## src/rtl/mult_arbiter.sv

```systemverilog
// Two-requester front end for one shared 16x16 unsigned multiplier.
// Round-robin grant, one transaction in flight, response held until accepted.

module Mult16 (
  input  logic [15:0] a,
  input  logic [15:0] b,
  output logic [15:0] out1,
  output logic [15:0] out2
);

  logic [31:0] w_full;

  assign w_full = {16'd0, a} * {16'd0, b};
  assign out1   = w_full[15:0];
  assign out2   = w_full[31:16];

endmodule

module mult_arbiter (
  input  logic        clk,
  input  logic        rst,
  input  logic [1:0]  req_valid,
  output logic [1:0]  req_ready,
  input  logic [15:0] req0_a,
  input  logic [15:0] req0_b,
  input  logic [15:0] req1_a,
  input  logic [15:0] req1_b,
  output logic        rsp_valid,
  input  logic        rsp_ready,
  output logic        rsp_id,
  output logic [31:0] rsp_prod,
  output logic        rsp_ovf,
  output logic        busy
);

  typedef enum logic [1:0] {IDLE, CALC, RESP} state_t;

  state_t      r_state;
  logic        r_ptr;
  logic [15:0] r_opA;
  logic [15:0] r_opB;
  logic        r_rspId;
  logic [31:0] r_rspProd;
  logic        r_rspOvf;

  logic [15:0] w_out1;
  logic [15:0] w_out2;
  logic [1:0]  w_grant;
  logic        w_hs;
  logic        w_grantId;

  Mult16 uMult (
    .a    (r_opA),
    .b    (r_opB),
    .out1 (w_out1),
    .out2 (w_out2)
  );

  // Grant is only offered in IDLE; on contention the pointer's requester wins.
  always_comb begin
    w_grant = 2'b00;
    if (!rst && r_state == IDLE) begin
      case (req_valid)
        2'b01:   w_grant = 2'b01;
        2'b10:   w_grant = 2'b10;
        2'b11:   w_grant = r_ptr ? 2'b10 : 2'b01;
        default: w_grant = 2'b00;
      endcase
    end
  end

  assign w_hs      = |(req_valid & w_grant);
  assign w_grantId = w_grant[1];

  always_ff @(posedge clk or posedge rst) begin
    if (rst) begin
      r_state   <= IDLE;
      r_ptr     <= 1'b0;
      r_opA     <= 16'd0;
      r_opB     <= 16'd0;
      r_rspId   <= 1'b0;
      r_rspProd <= 32'd0;
      r_rspOvf  <= 1'b0;
    end else begin
      case (r_state)
        IDLE: begin
          if (w_hs) begin
            r_opA   <= w_grantId ? req1_a : req0_a;
            r_opB   <= w_grantId ? req1_b : req0_b;
            r_rspId <= w_grantId;
            r_ptr   <= ~w_grantId;
            r_state <= CALC;
          end
        end
        CALC: begin
          r_rspProd <= {w_out2, w_out1};
          r_rspOvf  <= (w_out2 != 16'd0);
          r_state   <= RESP;
        end
        RESP: begin
          if (rsp_ready) begin
            r_state <= IDLE;
          end
        end
        default: r_state <= IDLE;
      endcase
    end
  end

  assign req_ready = w_grant;
  assign rsp_valid = (r_state == RESP);
  assign busy      = (r_state != IDLE);
  assign rsp_id    = r_rspId;
  assign rsp_prod  = r_rspProd;
  assign rsp_ovf   = r_rspOvf;

endmodule

```

## config.mk

```make
export PLATFORM = sky130hd
export DESIGN_NAME = mult_arbiter
export DESIGN_NICKNAME = d
export VERILOG_FILES = /design/src/rtl/mult_arbiter.sv
export SDC_FILE = /design/constraint.sdc
export NUM_CORES = 1
export LEC_CHECK = 0
export CAP_MARGIN = 30
export CORE_MARGIN = 1
export CORE_UTILIZATION = 40
export CTS_BUF_LIST = sky130_fd_sc_hd__clkbuf_4 sky130_fd_sc_hd__clkbuf_8
export DETAILED_ROUTE_END_ITERATION = 10
export PLACE_DENSITY = 0.61
export SYNTH_ARGS = -nofsm -noshare
export SYNTH_HDL_FRONTEND = slang
export SYNTH_HIERARCHICAL = 1
export SYNTH_SLANG_ARGS = --single-unit
export TNS_END_PERCENT = 1
```

## constraint.sdc

```tcl
create_clock -name clk -period 8.2 [get_ports clk]
set_clock_uncertainty 0.2 [all_clocks]
set_input_delay 1.64 -clock clk [delete_from_list [all_inputs] [get_ports clk]]
set_output_delay 1.64 -clock clk [all_outputs]
set_load 0.01 [all_outputs]
```

==> impl_metrics.toml <==
[run_status]
status = "finished clean"

[yosys]
avgSynthCellArea_um2 = 9.577
synth_nets = 1570
synth-async-reset-ratio = 1.000
register_bit_total_from_synthesis = 69
synth_ff_type = "sky130_fd_sc_hd__dfrtp_1"
synth_cells = 1203
post-synth-top-count-cell = "sky130_fd_sc_hd__inv_1"
netlist_top_cells_area = "sky130_fd_sc_hd__fa_1, sky130_fd_sc_hd__dfrtp_1, sky130_fd_sc_hd__ha_1"
synth_top_area_share = 0.3371
seq_area_frac_synth = 0.1499
synth_warnings = 6
post_synthesis_instance_area_mm2 = 0.01152
netlist-cell-type-count = 55
synth.largest_area_cell = "sky130_fd_sc_hd__fa_1"
ys_top_cells_by_count = "sky130_fd_sc_hd__inv_1, sky130_fd_sc_hd__fa_1, sky130_fd_sc_hd__nand2_1"
synth-edff-count = 0

[placed_design]
place_congestion = 0.8476
port_buffers = 106
dp_wirelength_um = 24000
post-place-ws_ps = 1180

[drt]
drtPass1Iterations = 5
detail_route.wl_per_cell_um = 18.74
via_per_inst = 5.195
route.detailed.drc = 0
m1_wl_um = 13700
antenna_left = 0
detailroute.via_count = 8593
wirelength_um = 31000
top_layer = "met4"
dr_wl_met2_um = 15340
detail_route.iter0.violations = 393
dr_wl_met3_um = 1238

[floorplanning]
chipHeight_um = 171.7
die_width_um = 171.7
placeableCoreArea_mm2 = 0.02809
fp.dieArea_mm2 = 0.02949
rows = 61
initial_utilization = 0.4102
io-pin-count = 107

[setup_path]
reg2reg_to = "rsp_ovf"
reg2reg_setup_slack_ps = 1140
type_of_element_launching_the_critical_path = "register"
setup.worst_path.end_class = "register"
worst-path-max-fanout = 17
timing.reg2reg.worst_path_depth = 23
regToRegStartpoint = "r_opB[7]"
worstSetupPathType = "register to register"
crit_arrival_ps = 7120
critPathRequiredTime_ps = 8250

[cts]
ctsHoldBuffers = 0
root_buffer = "sky130_fd_sc_hd__clkbuf_8"
cts.repair_timing.setup_buffer_count = 0
cts_max_level = 3
worst_skew_pair.late_latency_ps = 360
cts_tree = "yes"
cts_resized = 0
numCtsBuffers = 9
cts_buffer_depth = 2
clk_pin_slew_ps = 100
cts_sinks = 69

[timing]
worstMarginPinSlew_ps = 925.0
timing.setup.tns_ps = 0
min_period_ps = 7062
final-hold-violation-count = 0
finalCritPeriodShare = 0.8612
grt_setup_unrepaired = "false"
worst_slack_ps = 1138
maxSlewViolCount = 0
slew_headroom = 0.3833
setup_violations = 0
max_clock_freq_mhz = 141.6
hold_ws_ps = 290.2

[global_route]
wire_length_of_the_first_global_routing_pass_um = 49900
grt_start_max_net_pins = 70
global_route.overflow_total = 0
via_count_of_the_first_global_routing_pass = 9131
grtUsageTotal = 0.2235
initial_antenna_violation_count = 0

[final_layout]
syn_to_final_growth_pct = 13.22
antenna_cells_inserted = 0
layout.nets = 1638
drive_gt1_frac = 0.05408
fillerInstances = 2741

[worst_hold_path]
start_point_of_the_worst_hold_path = "rsp_id"
hold_path_end = "rsp_id"
hold_path.class = "register to register"
whs_path_depth = 1

[job]
cap_violations = 0
[worst max path at each step]
stage / start / endpoint / slack (ps)
after floorplan: r_opB[1] / rsp_ovf / 1830
after global placement: r_opA[11] / rsp_ovf / 1240
after detailed placement: r_opA[11] / rsp_ovf / 1180
after CTS: r_opA[11] / rsp_ovf / 1150
after global routing: r_opA[12] / rsp_ovf / 840
final: r_opB[7] / rsp_ovf / 1140
[cells in the final DEF, fill, tap and decap left out, drive strengths merged, types with 25 or more instances in the layout]
cell	Yosys	final
and2	124	124
fa	194	194
a21oi	25	25
dfrtp	69	69
nand2	159	159
mux2	32	32
inv	225	227
clkdlybuf4s50	0	106
ha	104	104
a21boi	33	33
a221o	32	32
[worst max-delay path: stages (launching register included)]
cell and delay [ps]:
sky130_fd_sc_hd__dfrtp_1 920, sky130_fd_sc_hd__nand2_1 190, sky130_fd_sc_hd__fa_1 570, sky130_fd_sc_hd__inv_1 50
sky130_fd_sc_hd__fa_1 500, sky130_fd_sc_hd__inv_1 50, sky130_fd_sc_hd__fa_1 520, sky130_fd_sc_hd__inv_1 50
sky130_fd_sc_hd__fa_1 450, sky130_fd_sc_hd__fa_1 490, sky130_fd_sc_hd__inv_1 60, sky130_fd_sc_hd__fa_1 470
sky130_fd_sc_hd__inv_1 50, sky130_fd_sc_hd__ha_1 260, sky130_fd_sc_hd__a2111oi_2 220, sky130_fd_sc_hd__o21ai_1 120
sky130_fd_sc_hd__o21a_1 180, sky130_fd_sc_hd__o21ai_2 300, sky130_fd_sc_hd__o2bb2ai_1 310, sky130_fd_sc_hd__o21bai_1 170
sky130_fd_sc_hd__xor2_1 200, sky130_fd_sc_hd__nor4_1 290, sky130_fd_sc_hd__a41oi_1 140, sky130_fd_sc_hd__a21o_1 170
[layout make-up]
type,count,area [um2],area share
clock buffer,10,131.4,0.01007
sequential,69,1727,0.1324
tap,378,473.0,0.03626
multi-input combinational,853,8683,0.6657
clock inverter,6,71.32,0.005468
timing repair buffer,113,1114,0.08537
inverter,225,844.6,0.06475
[layer usage]
layer,global-route usage,vias to the layer above
met2,0.3881,220
li1,-,3914
met1,0.2962,4419
met4,0.05551,0
met5,0,-
met3,0.02416,40
[per-stage QoR]
step	utilization	cells	cell area, um2
after floorplan	-	1203	11520
after global placement	0.4572	1638	12840
after detailed placement	0.4572	1638	12840
after CTS	0.4644	1654	13040
after global routing	0.4644	1654	13040
final	0.4644	1654	13040
[cell families after synthesis]
logic type	Yosys count	synth area share
xor+xnor	27	0.02053
mux	33	0.03215
simple gates	344	0.1495
flops	69	0.1499
fa+ha+maj	298	0.4500
buf+inv	281	0.09644
compound gates	151	0.1014
[flip-flops by register name (all words and copies together), names as in the netlist]
signal / cells
rsp_id: 1
r_opB: 16
rsp_ovf: 1
rsp_prod: 32
r_opA: 16
r_state: 2
r_ptr: 1
Power is not shown: default switching activity piles up to over one toggle a cycle in this logic, so the estimate is an artifact.
